[src/rtl/screen_fill_pkg.sv]
// Shared graphics definitions for the screen fill initiator.
// Fill modes, default screen geometry and the fill FSM states.
package screen_fill_pkg;

  localparam int SCREEN_W_DEF = 160;
  localparam int SCREEN_H_DEF = 120;

  localparam logic [1:0] FILL_SOLID   = 2'd0;
  localparam logic [1:0] FILL_BORDER  = 2'd1;
  localparam logic [1:0] FILL_CHECKER = 2'd2;
  localparam logic [1:0] FILL_INVERT  = 2'd3;

  typedef enum logic [2:0] {
    S_IDLE,
    S_CLIP,
    S_START,
    S_WAIT,
    S_DONE
  } state_t;

endpackage

[src/rtl/fill_clip.sv]
// Sorts two signed corners and clamps the box to the screen.
// Gives clipped origin/size per axis, empty flag and raw bounds.
module fill_clip #(
  parameter int WIDTH    = 32,
  parameter int SCREEN_W = 160,
  parameter int SCREEN_H = 120
) (
  input  logic signed [WIDTH-1:0] x0,
  input  logic signed [WIDTH-1:0] y0,
  input  logic signed [WIDTH-1:0] x1,
  input  logic signed [WIDTH-1:0] y1,
  output logic signed [WIDTH-1:0] lx,
  output logic signed [WIDTH-1:0] hx,
  output logic signed [WIDTH-1:0] ly,
  output logic signed [WIDTH-1:0] hy,
  output logic        [WIDTH-1:0] x_min,
  output logic        [WIDTH-1:0] y_min,
  output logic        [WIDTH-1:0] x_range,
  output logic        [WIDTH-1:0] y_range,
  output logic                    empty
);

  localparam logic signed [WIDTH-1:0] XMAX = WIDTH'(SCREEN_W - 1);
  localparam logic signed [WIDTH-1:0] YMAX = WIDTH'(SCREEN_H - 1);
  localparam logic [WIDTH-1:0] ONE = WIDTH'(1);

  logic signed [WIDTH-1:0] cx0, cx1, cy0, cy1;

  always_comb begin
    lx = (x0 < x1) ? x0 : x1;
    hx = (x0 < x1) ? x1 : x0;
    ly = (y0 < y1) ? y0 : y1;
    hy = (y0 < y1) ? y1 : y0;
    // negative lower bounds clamp to the screen origin
    cx0 = lx[WIDTH-1] ? '0 : lx;
    cy0 = ly[WIDTH-1] ? '0 : ly;
    cx1 = (hx > XMAX) ? XMAX : hx;
    cy1 = (hy > YMAX) ? YMAX : hy;
    empty = (cx0 > cx1) || (cy0 > cy1);
    x_min = cx0;
    y_min = cy0;
    x_range = WIDTH'(cx1 - cx0) + ONE;
    y_range = WIDTH'(cy1 - cy0) + ONE;
  end

endmodule

[src/rtl/screen_fill.sv]
// Rectangle fill initiator on the screen-writer pixel protocol.
// Clips a request, issues one job, recolours presented pixels.
module screen_fill
  import screen_fill_pkg::*;
#(
  parameter int WIDTH        = 32,
  parameter int COLOUR_WIDTH = 3,
  parameter int SCREEN_W     = SCREEN_W_DEF,
  parameter int SCREEN_H     = SCREEN_H_DEF
) (
  input  logic                    clock,
  input  logic                    reset,
  input  logic                    fill_en,
  input  logic [WIDTH-1:0]        x0,
  input  logic [WIDTH-1:0]        y0,
  input  logic [WIDTH-1:0]        x1,
  input  logic [WIDTH-1:0]        y1,
  input  logic [COLOUR_WIDTH-1:0] colour,
  input  logic [1:0]              mode,
  output logic                    busy,
  output logic                    fill_done,
  output logic                    screen_start,
  output logic [WIDTH-1:0]        screen_x_min,
  output logic [WIDTH-1:0]        screen_y_min,
  output logic [WIDTH-1:0]        screen_x_range,
  output logic [WIDTH-1:0]        screen_y_range,
  output logic [COLOUR_WIDTH-1:0] new_screen_colour,
  input  logic [WIDTH-1:0]        screen_x,
  input  logic [WIDTH-1:0]        screen_y,
  input  logic [COLOUR_WIDTH-1:0] old_screen_colour,
  input  logic                    screen_done
);

  state_t state;

  logic signed [WIDTH-1:0] rx0, ry0, rx1, ry1;
  logic [COLOUR_WIDTH-1:0] rcolour;
  logic [1:0]              rmode;

  logic signed [WIDTH-1:0] lx, hx, ly, hy;
  logic [WIDTH-1:0] x_min, y_min, x_range, y_range;
  logic empty;
  logic on_edge;

  fill_clip #(
    .WIDTH   (WIDTH),
    .SCREEN_W(SCREEN_W),
    .SCREEN_H(SCREEN_H)
  ) clip (
    .x0     (rx0),
    .y0     (ry0),
    .x1     (rx1),
    .y1     (ry1),
    .lx     (lx),
    .hx     (hx),
    .ly     (ly),
    .hy     (hy),
    .x_min  (x_min),
    .y_min  (y_min),
    .x_range(x_range),
    .y_range(y_range),
    .empty  (empty)
  );

  // border uses unclipped edges so clipped sides stay open
  assign on_edge = (screen_x == lx) || (screen_x == hx) ||
                   (screen_y == ly) || (screen_y == hy);

  always_comb begin
    new_screen_colour = '0;
    if (state == S_WAIT) begin
      unique case (rmode)
        FILL_SOLID:   new_screen_colour = rcolour;
        FILL_BORDER:  new_screen_colour = on_edge ? rcolour
                                                  : old_screen_colour;
        FILL_CHECKER: new_screen_colour = (screen_x[0] ^ screen_y[0])
                                          ? old_screen_colour : rcolour;
        default:      new_screen_colour = ~old_screen_colour;
      endcase
    end
  end

  always_ff @(posedge clock) begin
    if (reset) begin
      state          <= S_IDLE;
      busy           <= 1'b0;
      fill_done      <= 1'b0;
      screen_start   <= 1'b0;
      screen_x_min   <= '0;
      screen_y_min   <= '0;
      screen_x_range <= '0;
      screen_y_range <= '0;
      rx0            <= '0;
      ry0            <= '0;
      rx1            <= '0;
      ry1            <= '0;
      rcolour        <= '0;
      rmode          <= '0;
    end else begin
      unique case (state)
        S_IDLE: begin
          if (fill_en) begin
            rx0     <= x0;
            ry0     <= y0;
            rx1     <= x1;
            ry1     <= y1;
            rcolour <= colour;
            rmode   <= mode;
            busy    <= 1'b1;
            state   <= S_CLIP;
          end
        end
        S_CLIP: begin
          if (empty) begin
            fill_done <= 1'b1;
            state     <= S_DONE;
          end else begin
            screen_x_min   <= x_min;
            screen_y_min   <= y_min;
            screen_x_range <= x_range;
            screen_y_range <= y_range;
            state          <= S_START;
          end
        end
        S_START: begin
          screen_start <= 1'b1;
          state        <= S_WAIT;
        end
        S_WAIT: begin
          screen_start <= 1'b0;
          // a done coinciding with the start pulse is stale
          if (screen_done && !screen_start) begin
            fill_done <= 1'b1;
            state     <= S_DONE;
          end
        end
        S_DONE: begin
          fill_done <= 1'b0;
          busy      <= 1'b0;
          state     <= S_IDLE;
        end
        default: state <= S_IDLE;
      endcase
    end
  end

endmodule
[config.mk]
export PLATFORM = sky130hd
export DESIGN_NAME = screen_fill
export DESIGN_NICKNAME = d
export VERILOG_FILES = /design/src/rtl/screen_fill_pkg.sv /design/src/rtl/fill_clip.sv /design/src/rtl/screen_fill.sv
export SDC_FILE = /design/constraint.sdc
export NUM_CORES = 1
export LEC_CHECK = 0
export BUFFER_PORTS_ARGS = -buffer_cell sky130_fd_sc_hd__buf_4
export CORE_AREA = 2 2 230 232
export DETAILED_ROUTE_END_ITERATION = 8
export DIE_AREA = 0 0 232 234
export GPL_TIMING_DRIVEN = 0
export PLACE_DENSITY = 0.64
export SLEW_MARGIN = 20
export SYNTH_ARGS = -nofsm -noshare
export SYNTH_HDL_FRONTEND = slang
export SYNTH_SLANG_ARGS = --single-unit
[constraint.sdc]
create_clock -name clock -period 10.4 [get_ports clock]
set_input_delay 2.08 -clock clock [delete_from_list [all_inputs] [get_ports clock]]
set_output_delay 2.08 -clock clock [all_outputs]
set_load 0.01 [all_outputs]
==> flow_summary.ini <==
[route]
drt-vias-per-instance = 5.50
vias = 20488
drt-total-wl_mm = 85.1
wl_per_cell_microns = 22.8
detail-route-antenna-nets = 0
dr.pass1.iters = 5
drt_iter0_drc = 1504
drc = 0

[cts]
postCtsHoldBufs = 0
cts-resized-gates = 0
cts_tree = yes
numCtsBuffers = 28
insertion_delay_ns = 0.58
clk_pin_slew_ns = 0.06
cts_num_sinks = 265
clock_path_buffers = 3
cts_setup_buffers = 0
htree_levels = 1
root_buffer = clkbuf_16

[logic_synthesis]
synth_edf_count = 0
syn_area_sq_um = 20500
yosys_most_used_dff = dfxtp_1
seq_area_frac_synth_pct = 25.8
syn_inst = 2656
async_flop_share_pct = 0
yosys_warnings = 0
ys_ff_latch = 265
syn_avg_cell_area_sq_um = 7.73
synth.distinct_cells = 76

[timing]
finalHoldViolCount = 0
fin_tns_setup_ns = 0
period_minus_slack_ns = 8.30
setup_viol = 0
tightest_slew_ns = 1.14
finalClockSkew_ns = 0.0225
rsz0062_at_grt = false
slew_viol_final = 0
fmax_mhz = 121
slew_headroom_pct = 23.9
period_share_pct = 79.8

[finish]
area_growth_pct = 20.9
drive_above_1_share_pct = 14.7
utilization_pct = 47.7
nNetsFinal = 3475

[critical_path]
crit_end = screen_x_min[1]
crit_fanout = 10
critPathCaptureType = register
reg2reg_from = ry1[2]
rrSetupSlack_ns = 2.10
cp-start-kind = register
crit_type = reg -> reg
crit_required_ns = 10.83
r2r-end = screen_x_min[1]
rr_worst_depth = 25
crit_arrival_ns = 8.73
startpoint = ry1[2]

[power]
p_per_area_nw_per_um2 = 268
power_mw = 6.66
power.static_leakage_nw = 11.1
ir_worst_vdd_mv = 0.109

[floorplanning]
die_h_microns = 234
die_w_microns = 232
die_area_sq_um = 54300
num_io_pins = 338
initial_core_util_pct = 39.5
core_sq_um = 52000
row_count = 84

[status]
outcome = finished clean

[grt]
gr-total-overflow = 0
grt_pass1_vias = 19931
grt_pass1_wl_mm = 124
grt_max_degree = 14
grt_usage_pct = 30.3
antenna_found_initial = 0

[placement]
io_buffers = 334
gp_congestion = 0.980
post-dp-hpwl_mm = 71.1

[flow_run]
maxCapViolCount = 0

[hold_path]
hp-class = reg -> reg
whs_path_depth = 2
layer usage:
| metal | vias to the layer above | GRT usage (%) | wire (microns) |
|---|---|---|---|
| li1 | 9911 | - | - |
| met2 | 798 | 47.4 | 36700 |
| met3 | 127 | 4.04 | 5820 |
| met4 | 0 | 8.85 | 2440 |
| met1 | 9652 | 43.4 | 40100 |
| met5 | - | 0 | 0 |
kinds of logic after synthesis:
family          synth area share [%]
mux                             10.5
buf+inv                         6.86
compound gates                  16.1
xor+xnor                        4.90
fa+ha+maj                       15.3
other cells                   0.0183
simple gates                    20.6
flops                           25.8
critical path: stages, from the launching register on:
cell	delay (ns)
dfxtp_1	0.51
inv_1	0.23
ha_1	0.35
a211oi_1	0.23
o21ai_0	0.15
a21oi_1	0.39
o311ai_0	0.31
o21ai_2	0.63
clkbuf_1	0.51
buf_1	0.45
nand2_1	0.11
a21oi_1	0.45
inv_1	0.10
ha_1	0.39
and4_1	0.20
nand3_1	0.15
nor4_1	0.56
nand3_1	0.22
o2111a_1	0.21
o31ai_1	0.07
nand4_1	0.22
nor3_2	0.61
buf_2	0.48
buf_4	0.31
mux2i_1	0.22
nor2_1	0.06
Yosys cell counts, drive strengths merged (9+ instances only):
library cell  number  share of area, %
nand2            367               6.7
dfxtp            265                26
nor2             257               4.7
a21oi            252               6.2
ha               244                15
inv              243               4.4
mux2i            209                10
clkbuf            77               1.4
xnor2             70               3.0
o21ai             56               1.4
nand2b            53               1.6
xor2              45               1.9
nor4              42               1.3
nand4             41               1.2
a21o              36               1.3
buf               35              0.99
nor2b             31              0.94
or2               29              0.88
nand3             28              0.68
nor3              27              0.68
a211oi            24              0.90
o22ai             23              0.70
o21a              19              0.69
a31oi             15              0.46
a2111oi           11              0.50
or3               11              0.33
o211ai             9              0.33
state kept, by name, indices dropped and copies added, names as in the netlist:
signal / flops
state: 3
rmode: 2
ry1: 32
screen_start: 1
fill_done: 1
screen_y_range: 32
screen_x_min: 31
screen_y_min: 31
rcolour: 3
ry0: 32
rx1: 32
screen_x_range: 32
rx0: 32
busy: 1
stage by stage:
stage                     hold slack (ns)  cells  instance area [sq um]  worst slack (ns)
after floorplan                     0.445   2657                  20500              4.33
after global placement              0.451   3679                  23900              2.29
after detailed placement            0.458   3681                  23900              2.27
after CTS                           0.466   3726                  24800              2.26
after global routing                0.486   3726                  24800              1.64
final                               0.467   3728                  24800              2.10
layout by cell type (no fill, tap or decap), drive strengths merged, types with 28 or more instances in the layout:
master	instances
ha	244
o21ai	56
mux2i	209
or2	29
nor4	42
nand3	28
nor2b	31
nor2	257
xor2	45
nand2b	53
nand2	367
clkbuf	117
a21o	36
a21oi	252
dfxtp	265
nand4	41
buf	371
xnor2	70
inv	243
cell type report:
class,count,area (sq um)
Timing Repair Buffer,336,2520
Fill cell,5166,27200
Antenna cell,2,5.00
Clock inverter,5,77.6
Inverter,244,916
Clock buffer,40,817
Sequential cell,265,5310
Buffer,112,493
Multi-Input combinational cell,2036,13800
Tap cell,688,861
how the worst min path moves through the flow:
| stage | startpoint | end | slack, ns |
|---|---|---|---|
| 3_3_place_gp | screen_x_range[20] | screen_x_range[20] | 0.45 |
| 2_1_floorplan | rcolour[0] | rcolour[0] | 0.45 |
| 5_1_grt | screen_x_range[20] | screen_x_range[20] | 0.49 |
| 4_1_cts | screen_x_range[20] | screen_x_range[20] | 0.47 |
| 3_5_place_dp | screen_x_range[20] | screen_x_range[20] | 0.46 |
| 6_report | screen_x_range[20] | screen_x_range[20] | 0.47 |
power breakdown:
group          internal, mW  switching, mW
Combinational          1.72           2.50
Sequential             1.17          0.274
Clock                 0.586          0.414
(Power assumes the default switching activity.)
